==> config.mk <==
export PLATFORM = sky130hd
export DESIGN_NAME = usb_rx_decoder
export DESIGN_NICKNAME = d
export VERILOG_FILES = /design/src/rtl/usb_rx_pkg.sv /design/src/rtl/usb_line_sync.sv /design/src/rtl/usb_rx_decoder.sv
export SDC_FILE = /design/constraint.sdc
export NUM_CORES = 1
export LEC_CHECK = 0
export ABC_AREA = 1
export ABC_CLOCK_PERIOD_IN_PS = 3180
export CAP_MARGIN = 10
export CORE_ASPECT_RATIO = 1.1
export CORE_MARGIN = 1.5
export CORE_UTILIZATION = 60
export CTS_CLUSTER_SIZE = 20
export DETAILED_ROUTE_END_ITERATION = 6
export PLACE_DENSITY = 0.8
export SKIP_CTS_REPAIR_TIMING = 1
export SYNTH_ARGS = -nofsm -noshare
export SYNTH_HDL_FRONTEND = slang
export SYNTH_SLANG_ARGS = --single-unit
==> constraint.sdc <==
create_clock -name clk48 -period 3.18 [get_ports clk48]
set_input_delay 0.636 -clock clk48 [delete_from_list [all_inputs] [get_ports clk48]]
set_output_delay 0.636 -clock clk48 [all_outputs]
set_load 0.02 [all_outputs]
==> src/rtl/usb_rx_pkg.sv <==
// Shared types and defaults for the USB receive decoder.
package usb_rx_pkg;

  typedef enum logic [1:0] {
    BUS_SE0 = 2'b00,
    BUS_J   = 2'b01,
    BUS_K   = 2'b10,
    BUS_SE1 = 2'b11
  } bus_state_t;

  typedef enum logic [2:0] {
    DEC_IDLE,
    DEC_SYNC,
    DEC_PAYLOAD,
    DEC_EOP,
    DEC_ABORT
  } decoder_state_t;

  localparam int OVS_FS_DEFAULT     = 4;
  localparam int OVS_LS_DEFAULT     = 32;
  localparam int STUFF_LEN_DEFAULT  = 6;
  localparam int RESET_CLKS_DEFAULT = 360000;

  // Majority of three samples; when all three differ the middle sample wins.
  function automatic bus_state_t vote3(input bus_state_t a, input bus_state_t b,
                                       input bus_state_t c);
    return (a == b || a == c) ? a : b;
  endfunction

endpackage

==> src/rtl/usb_line_sync.sv <==
// Synchronizes the raw dp/dn pins and classifies the bus symbol.
module usb_line_sync import usb_rx_pkg::*; #(
  parameter int SYNC_STAGES = 2
) (
  input  logic       clk48,
  input  logic       reset_n,
  input  logic       dp,
  input  logic       dn,
  input  logic       ls_mode,
  output logic [1:0] line
);

  logic [SYNC_STAGES-1:0] dp_sync;
  logic [SYNC_STAGES-1:0] dn_sync;

  always_ff @(posedge clk48 or negedge reset_n) begin
    if (!reset_n) begin
      dp_sync <= '0;
      dn_sync <= '0;
    end else begin
      dp_sync <= {dp_sync[SYNC_STAGES-2:0], dp};
      dn_sync <= {dn_sync[SYNC_STAGES-2:0], dn};
    end
  end

  // Low-speed idles with dn high, so J/K swap relative to full-speed.
  always_comb begin
    line = BUS_SE0;
    unique case ({dp_sync[SYNC_STAGES-1], dn_sync[SYNC_STAGES-1]})
      2'b00:   line = BUS_SE0;
      2'b11:   line = BUS_SE1;
      2'b10:   line = ls_mode ? BUS_K : BUS_J;
      default: line = ls_mode ? BUS_J : BUS_K;
    endcase
  end

endmodule

==> src/rtl/usb_rx_decoder.sv <==
// USB receive front end: bit recovery, NRZI decode, unstuffing, SOP/EOP/reset detection.
// state   | meaning
// IDLE    | bus idle, speed mode latched, waiting for first K
// SYNC    | sampling the sync pattern until two K symbols in a row
// PAYLOAD | decoding NRZI data bits and removing stuffed zeros
// EOP     | SE0 decided, waiting for J to close the packet
// ABORT   | error seen, waiting for SE0 then J
module usb_rx_decoder import usb_rx_pkg::*; #(
  parameter int OVS_FS      = OVS_FS_DEFAULT,
  parameter int OVS_LS      = OVS_LS_DEFAULT,
  parameter int STUFF_LEN   = STUFF_LEN_DEFAULT,
  parameter int RESET_CLKS  = RESET_CLKS_DEFAULT,
  parameter int SYNC_STAGES = 2
) (
  input  logic clk48,
  input  logic reset_n,
  input  logic dp,
  input  logic dn,
  input  logic ls_mode,
  output logic bit_out,
  output logic bit_valid,
  output logic bus_sop,
  output logic bus_eop,
  output logic bus_reset,
  output logic stuff_err,
  output logic se1_err
);

  localparam int OVS_MAX = (OVS_FS > OVS_LS) ? OVS_FS : OVS_LS;
  localparam int PW      = $clog2(OVS_MAX);
  localparam int SW      = $clog2(STUFF_LEN + 1);
  localparam int RW      = $clog2(RESET_CLKS + 1);

  typedef logic [PW-1:0] phase_t;

  localparam phase_t LAST_FS = phase_t'(OVS_FS - 1);
  localparam phase_t LAST_LS = phase_t'(OVS_LS - 1);
  localparam phase_t V0_FS   = phase_t'(OVS_FS / 2 - 1);
  localparam phase_t V0_LS   = phase_t'(OVS_LS / 2 - 1);
  localparam phase_t V1_FS   = phase_t'(OVS_FS / 2);
  localparam phase_t V1_LS   = phase_t'(OVS_LS / 2);
  localparam phase_t DEC_FS  = phase_t'(OVS_FS / 2 + 1);
  localparam phase_t DEC_LS  = phase_t'(OVS_LS / 2 + 1);
  localparam logic [SW-1:0] STUFF_MAX = SW'(STUFF_LEN);
  localparam logic [RW-1:0] RST_MAX   = RW'(RESET_CLKS);

  logic [1:0]     line_raw;
  bus_state_t     line, line_q, vote_a, vote_b, prev_sym, sym;
  decoder_state_t state;
  logic           mode_ls;
  phase_t         phase_q, phase, last, v0, v1, dpt;
  logic [SW-1:0]  ones_cnt;
  logic [RW-1:0]  se0_cnt, se0_next;
  logic           abort_se0, edge_rs, decide, bit_val;

  usb_line_sync #(.SYNC_STAGES(SYNC_STAGES)) u_line_sync (
    .clk48   (clk48),
    .reset_n (reset_n),
    .dp      (dp),
    .dn      (dn),
    .ls_mode (mode_ls),
    .line    (line_raw)
  );

  assign line = bus_state_t'(line_raw);
  assign last = mode_ls ? LAST_LS : LAST_FS;
  assign v0   = mode_ls ? V0_LS : V0_FS;
  assign v1   = mode_ls ? V1_LS : V1_FS;
  assign dpt  = mode_ls ? DEC_LS : DEC_FS;

  // A J<->K change marks phase 0 of the current cycle and pre-empts a decision.
  assign edge_rs = (state != DEC_IDLE) &&
                   ((line == BUS_J && line_q == BUS_K) || (line == BUS_K && line_q == BUS_J));
  assign phase   = edge_rs ? '0 : phase_q;
  assign decide  = (state inside {DEC_SYNC, DEC_PAYLOAD}) && !edge_rs && (phase_q == dpt);
  assign sym     = vote3(vote_a, vote_b, line);
  assign bit_val = (sym == prev_sym);

  always_comb begin
    se0_next = '0;
    if (line == BUS_SE0)
      se0_next = (se0_cnt == RST_MAX) ? se0_cnt : se0_cnt + 1'b1;
  end

  always_ff @(posedge clk48 or negedge reset_n) begin
    if (!reset_n) begin
      state     <= DEC_IDLE;
      mode_ls   <= 1'b0;
      phase_q   <= '0;
      line_q    <= BUS_SE0;
      vote_a    <= BUS_SE0;
      vote_b    <= BUS_SE0;
      prev_sym  <= BUS_SE0;
      ones_cnt  <= '0;
      se0_cnt   <= '0;
      abort_se0 <= 1'b0;
      bit_out   <= 1'b0;
      bit_valid <= 1'b0;
      bus_sop   <= 1'b0;
      bus_eop   <= 1'b0;
      bus_reset <= 1'b0;
      stuff_err <= 1'b0;
      se1_err   <= 1'b0;
    end else begin
      bit_valid <= 1'b0;
      bus_sop   <= 1'b0;
      bus_eop   <= 1'b0;
      stuff_err <= 1'b0;
      se1_err   <= 1'b0;
      abort_se0 <= 1'b0;
      line_q    <= line;
      se0_cnt   <= se0_next;
      bus_reset <= (se0_next == RST_MAX);
      phase_q   <= (phase == last) ? '0 : phase + 1'b1;
      if (phase == v0) vote_a <= line;
      if (phase == v1) vote_b <= line;

      case (state)
        DEC_IDLE: begin
          mode_ls <= ls_mode;
          phase_q <= '0;
          if (line == BUS_K) begin
            state    <= DEC_SYNC;
            bus_sop  <= 1'b1;
            phase_q  <= phase_t'(1);
            prev_sym <= BUS_J;
          end
        end
        DEC_SYNC: begin
          if (decide) begin
            prev_sym <= sym;
            if (sym == BUS_K && prev_sym == BUS_K) begin
              state    <= DEC_PAYLOAD;
              ones_cnt <= SW'(1);
            end else if (sym == BUS_SE0 || sym == BUS_SE1) begin
              state <= DEC_ABORT;
            end
          end
        end
        DEC_PAYLOAD: begin
          if (decide) begin
            prev_sym <= sym;
            if (sym == BUS_SE0) begin
              state <= DEC_EOP;
            end else if (sym == BUS_SE1) begin
              se1_err <= 1'b1;
              state   <= DEC_ABORT;
            end else if (ones_cnt == STUFF_MAX) begin
              if (bit_val) begin
                stuff_err <= 1'b1;
                state     <= DEC_ABORT;
              end else begin
                ones_cnt <= '0;
              end
            end else begin
              bit_valid <= 1'b1;
              bit_out   <= bit_val;
              ones_cnt  <= bit_val ? ones_cnt + 1'b1 : '0;
            end
          end
        end
        DEC_EOP: begin
          if (line == BUS_J) begin
            state   <= DEC_IDLE;
            bus_eop <= 1'b1;
          end else if (line == BUS_K) begin
            state <= DEC_ABORT;
          end
        end
        DEC_ABORT: begin
          abort_se0 <= abort_se0 || (line == BUS_SE0);
          if (abort_se0 && line == BUS_J) state <= DEC_IDLE;
        end
        default: state <= DEC_IDLE;
      endcase

      if (se0_next == RST_MAX) state <= DEC_IDLE;
    end
  end

endmodule

==> impl_metrics.py, run 1 <==
metrics = {
    "sta": {
        "final_setup_violations": 0,
        "timing.final.crit_period_ns": 2.610,
        "hold_slack_ns": 0.2000,
        "slew_headroom_pct": 64.40,
        "timing_max_transition_violations_final": 0,
        "timing.clock.skew_ns": 0.009361,
        "grt_setup_unrepaired": "no",
        "timing.final.crit_share_pct": 82.06,
        "fin_tns_setup_ns": 0,
        "finalHoldViolations": 0,
        "max_freq_ghz": 0.3832,
        "tightest_slew_ns": 0.5291,
    },
    "global_route": {
        "antenna_found_initial": 0,
        "grt_pass1_vias": 2287,
        "grt_max_degree": 40,
        "track_usage_pct": 22.41,
        "wire_length_of_the_first_global_routing_pass_mm": 9.804,
        "gr-total-overflow": 0,
    },
    "power_and_ir_drop": {
        "p_switching_mw": 0.9015,
        "irDropWorstVdd_mv": 0.4366,
        "power_share_of_the_combinational_group_pct": 41.8,
        "seq_power_share_pct": 38.4,
        "clkPwrFrac_pct": 19.8,
        "cellPowerDensity_mw_per_mm2": 674.1,
        "switching_share_pct": 41.44,
        "cellInternalPower_mw": 1.274,
        "power.static_leakage_nw": 1.574,
    },
    "yosys": {
        "post_synth.cell_area_avg_sq_um": 7.693,
        "synth_warnings": 0,
        "synth.top_cell.area_share_pct": 43.31,
        "synth_seq_area_share_pct": 43.31,
        "yosys.area.top_type": "sky130_fd_sc_hd__dfrtp_1",
        "ys_types": 31,
        "postSynthRegisterBits": 51,
        "post_synth_instance_area_sq_mm": 0.002947,
        "postSynthCellCount": 383,
        "post_synthesis_net_count": 400,
        "most_area_consuming_cells_after_synthesis": "sky130_fd_sc_hd__dfrtp_1 43%, sky130_fd_sc_hd__nand2_1 10%, sky130_fd_sc_hd__inv_1 8.3%",
    },
    "cts": {
        "worst_path_clk_slew_ns": 0.09,
        "total_number_of_h_tree_levels": 2,
        "cts_buffers": 5,
        "worst_skew_pair.late_latency_ns": 0.30,
        "cts-root-to-sink-buffers": 2,
        "cts_tree": "done",
        "clock_sinks": 51,
        "clock_tree.root_cell": "sky130_fd_sc_hd__clkbuf_8",
    },
    "final_layout": {
        "finish.cell_count_without_fillers": 457,
        "num-fill-cells": 416,
        "nets": 418,
        "most-common-layout-cells": "80 x sky130_fd_sc_hd__nand2_1, 65 x sky130_fd_sc_hd__inv_1, 51 x sky130_fd_sc_hd__dfrtp_1, 39 x sky130_fd_sc_hd__nand3_1, 28 x sky130_fd_sc_hd__nor2_1",
        "layout-area-overhead-vs-synth_pct": 9.512,
        "layout_commonest_cell": "sky130_fd_sc_hd__nand2_1",
        "drive_above_1_share_pct": 9.476,
        "finish.utilization_pct": 68.88,
        "num_antenna_cells": 0,
    },
    "worst_setup_path": {
        "critical_path_cell_count": 15,
        "worstSetupEndpoint": "ones_cnt[0]$_DFFE_PN0P_",
        "timing.rr.end": "ones_cnt[0]$_DFFE_PN0P_",
        "rr_worst_depth": 15,
        "cpMostUsedCell": "sky130_fd_sc_hd__nand2_2",
        "reg2reg_from": "mode_ls$_DFFE_PN0P_",
        "timing.setup.critical_path_class": "reg2reg",
        "worst_setup_path_start_kind": "flop",
        "critPathTopFamily": "simple AND/OR/NAND/NOR gates",
        "data_required_time_of_the_critical_path_ns": 3.37,
        "reg2reg_setup_slack_ns": 0.57,
        "cp_cell_sequence": "inv_2 > nand2_2 > nand2_2 > nand2_1 > nand2_2 > nand3_1 > nand2_1 > inv_1 > ha_1 > nor2_1 > o21ai_0 > nor4_1 > nand2_2 > a21oi_1 > a21oi_1",
        "worst_setup_path_end_kind": "flop",
        "cp_data_arrival_time_ns": 2.80,
        "worst_path_max_delay_cell": "sky130_fd_sc_hd__dfrtp_1",
        "worst_setup_path_startpoint": "mode_ls$_DFFE_PN0P_",
        "crit_buf_inv": 2,
        "critical_path_peak_fanout": 8,
        "worst_path_largest_cell_delay_ns": 0.44,
    },
    "floorplanning": {
        "initial_core_util_pct": 62.90,
        "dieArea_sq_mm": 0.005341,
        "die_x_um": 69.82,
        "placementRows": 26,
        "design.core.area_sq_mm": 0.004684,
        "dieHeight_um": 76.50,
        "design.portCount": 12,
    },
    "route": {
        "initialDrtViolationCount": 211,
        "remaining_drc_errors": 0,
        "vias": 2489,
        "dr.pass1.iters": 5,
        "route.antenna.remaining_nets": 0,
        "detail_route.vias_per_cell": 5.446,
        "wl_per_cell_um": 12.23,
        "drt-total-wl_mm": 5.591,
    },
    "outcome": {
        "status": "complete, no violations",
    },
    "place": {
        "placed_cells_incl_taps": 450,
        "dp.final_hpwl_mm": 4.335,
        "routabilityCongestion": 0.9336,
        "io_buffer_count": 11,
    },
    "job": {
        "max_cap_violations": 0,
    },
    "worst_hold_path": {
        "class_of_the_most_critical_hold_timing_path": "in2async",
    },
}
[flip-flops by register name, summed over array words and instances, names as in the netlist, 2 cells and up]
signal,count
line_q,2
vote_a,2
u_line_sync.dp_sync,2
state,3
phase_q,5
vote_b,2
u_line_sync.dn_sync,2
se0_cnt,19
prev_sym,2
ones_cnt,3
[cell families (layout without fill, tap and decap cells)]
family / Yosys count / after routing / share of synthesized area, %
AND/OR/NAND/NOR: 199 / 199 / 31.80
buffers and inverters: 68 / 86 / 8.705
flip-flops: 51 / 51 / 43.31
AO/OA/AOI/OAI: 45 / 45 / 8.663
adder cells (fa/ha/maj): 12 / 12 / 5.095
XOR/XNOR: 7 / 7 / 2.081
multiplexers: 1 / 1 / 0.3397
[power groups by stage]
stage	sequential (mW)	clock, mW	combinational, mW
after floorplan	0.828	0	0.706
after global placement	0.842	0	0.880
after detailed placement	0.846	0	0.900
after CTS	0.833	0.441	0.906
after global routing	0.849	0.464	1.04
final	0.836	0.431	0.909
[how the worst min path moves through the flow]
stage / slack (ns) / startpoint / cells past startpoint / end
finish: 0.20 / reset_n / 1 / se0_cnt[5]$_DFF_PN0_
global route: 0.22 / reset_n / 1 / se0_cnt[5]$_DFF_PN0_
CTS: 0.21 / reset_n / 1 / se0_cnt[5]$_DFF_PN0_
detailed placement: 0.34 / u_line_sync.dn_sync[0]$_DFF_PN0_ / 0 / u_line_sync.dn_sync[1]$_DFF_PN0_
global placement: 0.33 / u_line_sync.dn_sync[0]$_DFF_PN0_ / 0 / u_line_sync.dn_sync[1]$_DFF_PN0_
floorplan: 0.33 / u_line_sync.dn_sync[0]$_DFF_PN0_ / 0 / u_line_sync.dn_sync[1]$_DFF_PN0_
[final cells by class]
class,count,area (sq um),share of cell area (%)
sequential,51,1276,39.55
clock inverter,1,30.03,0.9306
timing repair buffer,12,112.6,3.490
tap,56,70.07,2.171
multi-input combinational,264,1414,43.82
clock buffer,6,72.57,2.249
inverter,67,251.5,7.794
[metrics by stage]
stage | cell area (sq um) | power [mW] | setup slack [ns]
after floorplan | 2947 | 1.535 | 0.8883
after global routing | 3227 | 2.351 | 0.2298
after global placement | 3124 | 1.722 | 0.7448
after CTS | 3227 | 2.180 | 0.5682
final | 3227 | 2.175 | 0.5704
after detailed placement | 3124 | 1.747 | 0.5776
[metal layers]
layer / up-vias / part of all wire [%] / global-route usage (%)
li1: 1267 / - / -
met1: 1147 / 51 / 32.58
met2: 66 / 44 / 34.86
met3: 9 / 3.8 / 2.778
met4: 0 / 1.6 / 7.500
met5: - / 0 / 0
[worst register-to-register path, cell delays in order (launching register included)]
cell and delay, ns:
sky130_fd_sc_hd__dfrtp_1 0.44, sky130_fd_sc_hd__inv_2 0.15, sky130_fd_sc_hd__nand2_2 0.08, sky130_fd_sc_hd__nand2_2 0.10, sky130_fd_sc_hd__nand2_1 0.07, sky130_fd_sc_hd__nand2_2 0.08, sky130_fd_sc_hd__nand3_1 0.08, sky130_fd_sc_hd__nand2_1 0.16
sky130_fd_sc_hd__inv_1 0.08, sky130_fd_sc_hd__ha_1 0.23, sky130_fd_sc_hd__nor2_1 0.18, sky130_fd_sc_hd__o21ai_0 0.10, sky130_fd_sc_hd__nor4_1 0.41, sky130_fd_sc_hd__nand2_2 0.15, sky130_fd_sc_hd__a21oi_1 0.15, sky130_fd_sc_hd__a21oi_1 0.06
[cells in the mapped netlist]
| cell | n |
|---|---|
| sky130_fd_sc_hd__a21oi_1 | 14 |
| sky130_fd_sc_hd__o22ai_1 | 1 |
| sky130_fd_sc_hd__nor2_1 | 28 |
| sky130_fd_sc_hd__o21ai_1 | 1 |
| sky130_fd_sc_hd__xor2_1 | 4 |
| sky130_fd_sc_hd__ha_1 | 12 |
| sky130_fd_sc_hd__nor2_2 | 4 |
| sky130_fd_sc_hd__nor4_2 | 1 |
| sky130_fd_sc_hd__o211ai_1 | 2 |
| sky130_fd_sc_hd__nand4_1 | 7 |
| sky130_fd_sc_hd__buf_2 | 1 |
| sky130_fd_sc_hd__o2111ai_1 | 1 |
| sky130_fd_sc_hd__or2_2 | 2 |
| sky130_fd_sc_hd__a21oi_2 | 1 |
| sky130_fd_sc_hd__inv_2 | 2 |
| sky130_fd_sc_hd__mux2i_1 | 1 |
| sky130_fd_sc_hd__nand3_2 | 2 |
| sky130_fd_sc_hd__nand2_1 | 80 |
| sky130_fd_sc_hd__nor4_1 | 5 |
| sky130_fd_sc_hd__o21bai_2 | 1 |
| sky130_fd_sc_hd__o31ai_1 | 2 |
| sky130_fd_sc_hd__nand3_1 | 39 |
| sky130_fd_sc_hd__nor2_4 | 3 |
| sky130_fd_sc_hd__nor3_1 | 14 |
| sky130_fd_sc_hd__o21a_1 | 1 |
| sky130_fd_sc_hd__nand2_2 | 14 |
| sky130_fd_sc_hd__o21ai_0 | 20 |
| sky130_fd_sc_hd__dfrtp_1 | 51 |
| sky130_fd_sc_hd__o21bai_1 | 1 |
| sky130_fd_sc_hd__xnor2_1 | 3 |
| sky130_fd_sc_hd__inv_1 | 65 |
No activity file was read; power rests on OpenSTA's default activity.
==> run 2, diff against run 1 <==
--- a/config.mk
+++ b/config.mk
@@ -6,14 +6,14 @@
 export NUM_CORES = 1
 export LEC_CHECK = 0
 export ABC_AREA = 1
-export ABC_CLOCK_PERIOD_IN_PS = 3180
+export ABC_CLOCK_PERIOD_IN_PS = 2400
 export CAP_MARGIN = 10
 export CORE_ASPECT_RATIO = 1.1
 export CORE_MARGIN = 1.5
-export CORE_UTILIZATION = 60
+export CORE_UTILIZATION = 55
 export CTS_CLUSTER_SIZE = 20
 export DETAILED_ROUTE_END_ITERATION = 6
-export PLACE_DENSITY = 0.8
+export PLACE_DENSITY = 0.77
 export SKIP_CTS_REPAIR_TIMING = 1
 export SYNTH_ARGS = -nofsm -noshare
 export SYNTH_HDL_FRONTEND = slang
==> constraint.sdc (replaced) <==
create_clock -name clk48 -period 2.4 [get_ports clk48]
set_input_delay 0.48 -clock clk48 [delete_from_list [all_inputs] [get_ports clk48]]
set_output_delay 0.48 -clock clk48 [all_outputs]
set_load 0.02 [all_outputs]
==> impl_metrics.py, run 2 (same netlist as run 1, synthesis figures left out) <==
metrics = {
    "outcome": {
        "status": "complete, no violations",
    },
    "worst_setup_path": {
        "worst_path_max_delay_cell": "sky130_fd_sc_hd__dfrtp_2",
        "crit_buf_inv": 5,
        "data_required_time_of_the_critical_path_ns": 2.62,
        "cpMostUsedCell": "sky130_fd_sc_hd__nand2_4",
        "timing.setup.critical_path_class": "reg2reg",
        "cp_data_arrival_time_ns": 2.52,
        "worst_setup_path_end_kind": "flop",
        "critPathTopFamily": "simple AND/OR/NAND/NOR gates",
        "worst_setup_path_start_kind": "flop",
        "worst_path_largest_cell_delay_ns": 0.46,
        "critical_path_peak_fanout": 5,
        "cp_cell_sequence": "inv_4 > nand2_4 > nand2_4 > buf_4 > ha_2 > inv_2 > o31ai_4 > nand2_2 > buf_6 > nand2_4 > xor2_2 > inv_1 > nand4_1 > nand2_1 > o21ai_0",
    },
    "floorplanning": {
        "die_x_um": 72.79,
        "dieArea_sq_mm": 0.005806,
        "placementRows": 27,
        "initial_core_util_pct": 58.15,
        "design.portCount": 12,
        "dieHeight_um": 79.77,
        "design.core.area_sq_mm": 0.005067,
    },
    "place": {
        "pre_cts_slack_ns": -0.06389,
        "routabilityCongestion": 0.9119,
        "placed_cells_incl_taps": 462,
        "dpl_cell_area_sq_mm": 0.003202,
        "io_buffer_count": 11,
        "dp.final_hpwl_mm": 4.607,
    },
    "sta": {
        "grt_setup_unrepaired": "yes",
        "finalHoldViolations": 0,
        "finalWorstSetupSlack_ns": 0.09552,
        "fin_tns_setup_ns": 0,
        "timing.final.crit_share_pct": 96.02,
        "hold_slack_ns": 0.2612,
        "final_setup_violations": 0,
        "timing_max_transition_violations_final": 0,
        "slew_headroom_pct": 56.70,
        "tightest_slew_ns": 0.6435,
        "timing.final.crit_period_ns": 2.304,
        "max_freq_ghz": 0.4339,
        "timing.clock.skew_ns": 0.009049,
    },
    "route": {
        "wl_per_cell_um": 13.45,
        "detail_route.vias_per_cell": 5.409,
        "vias": 2580,
        "drt-total-wl_mm": 6.417,
        "dr.pass1.iters": 5,
        "remaining_drc_errors": 0,
        "initialDrtViolationCount": 117,
        "route.antenna.remaining_nets": 0,
    },
    "final_layout": {
        "layout_commonest_cell": "sky130_fd_sc_hd__nand2_1",
        "register_area_sq_mm": 0.001277,
        "reg_top3": "se0_cnt (19), phase_q (5)",
        "nets": 435,
        "multi_input_comb_area_sq_mm": 0.001602,
        "finish.utilization_pct": 69.83,
        "most-common-layout-cells": "69 x sky130_fd_sc_hd__nand2_1, 60 x sky130_fd_sc_hd__inv_1, 50 x sky130_fd_sc_hd__dfrtp_1, 35 x sky130_fd_sc_hd__nand3_1, 26 x sky130_fd_sc_hd__nor2_1",
        "finish.cell_count_without_fillers": 477,
        "layout-area-overhead-vs-synth_pct": 20.08,
        "num_antenna_cells": 0,
        "largest_register_ff_count": 19,
        "fin_area_sq_mm": 0.003538,
        "num-fill-cells": 397,
        "largest-register": "se0_cnt",
        "drive_above_1_share_pct": 21.72,
    },
    "cts": {
        "worst_path_clk_slew_ns": 0.09,
        "clock_tree.root_cell": "sky130_fd_sc_hd__clkbuf_8",
        "cts_tree": "done",
        "total_number_of_h_tree_levels": 2,
        "worst_skew_pair.late_latency_ns": 0.30,
        "cts_buffers": 5,
        "clock_sinks": 51,
        "cts-root-to-sink-buffers": 2,
    },
    "global_route": {
        "wire_length_of_the_first_global_routing_pass_mm": 10.52,
        "grt_pass1_vias": 2499,
        "track_usage_pct": 23.45,
        "gr-total-overflow": 0,
        "grt_max_degree": 52,
        "antenna_found_initial": 0,
    },
    "power_and_ir_drop": {
        "total_power_mw": 3.264,
        "irDropWorstVdd_mv": 0.7080,
        "switching_share_pct": 43.73,
        "clkPwrFrac_pct": 14.8,
        "cellPowerDensity_mw_per_mm2": 922.5,
        "seq_power_share_pct": 34.7,
        "power_share_of_the_combinational_group_pct": 50.6,
        "p_switching_mw": 1.427,
        "cellInternalPower_mw": 1.837,
        "power.static_leakage_nw": 1.678,
    },
    "worst_hold_path": {
        "class_of_the_most_critical_hold_timing_path": "in2async",
    },
    "job": {
        "max_cap_violations": 0,
    },
}
run 2: cell type report:
type,instances,share of cell area [%]
clock buffers,7,2.157
clock inverters,1,0.1414
inverters,67,7.178
multi-input cells,264,45.26
flip-flops and latches,51,36.10
well taps,58,2.051
repair buffers,29,7.107
run 2: final timing paths:
path	from	to	slack, ns	cells past startpoint
worst max register to register	mode_ls$_DFFE_PN0P_	vote_b[1]$_DFFE_PN0N_	0.1	15
worst min-delay path	reset_n	se0_cnt[15]$_DFF_PN0_	0.26	2
worst max-delay path	mode_ls$_DFFE_PN0P_	vote_b[1]$_DFFE_PN0N_	0.1	15
max in group asynchronous	reset_n	mode_ls$_DFFE_PN0P_	1.65	2
min in group clk48	u_line_sync.dn_sync[0]$_DFF_PN0_	u_line_sync.dn_sync[1]$_DFF_PN0_	0.35	0
worst min register to register	u_line_sync.dn_sync[0]$_DFF_PN0_	u_line_sync.dn_sync[1]$_DFF_PN0_	0.35	0
run 2: power groups by stage:
stage	clock, mW	combinational [mW]	sequential [mW]
2_1_floorplan	0	0.936	1.10
3_3_place_gp	0	1.24	1.11
3_5_place_dp	0	1.28	1.12
4_1_cts	0.500	1.29	1.10
5_1_grt	0.531	1.85	1.14
6_report	0.482	1.65	1.13
run 2: per-layer routing:
metal / vias up / wire length [um] / part of all wire [%] / global-route usage, %
met5: - / 0 / 0 / 0
met4: 0 / 125 / 1.9 / 9.245
met3: 11 / 155 / 2.4 / 4.293
met2: 37 / 3485 / 54 / 43.85
met1: 1225 / 2650 / 41 / 25.74
li1: 1307 / - / - / -
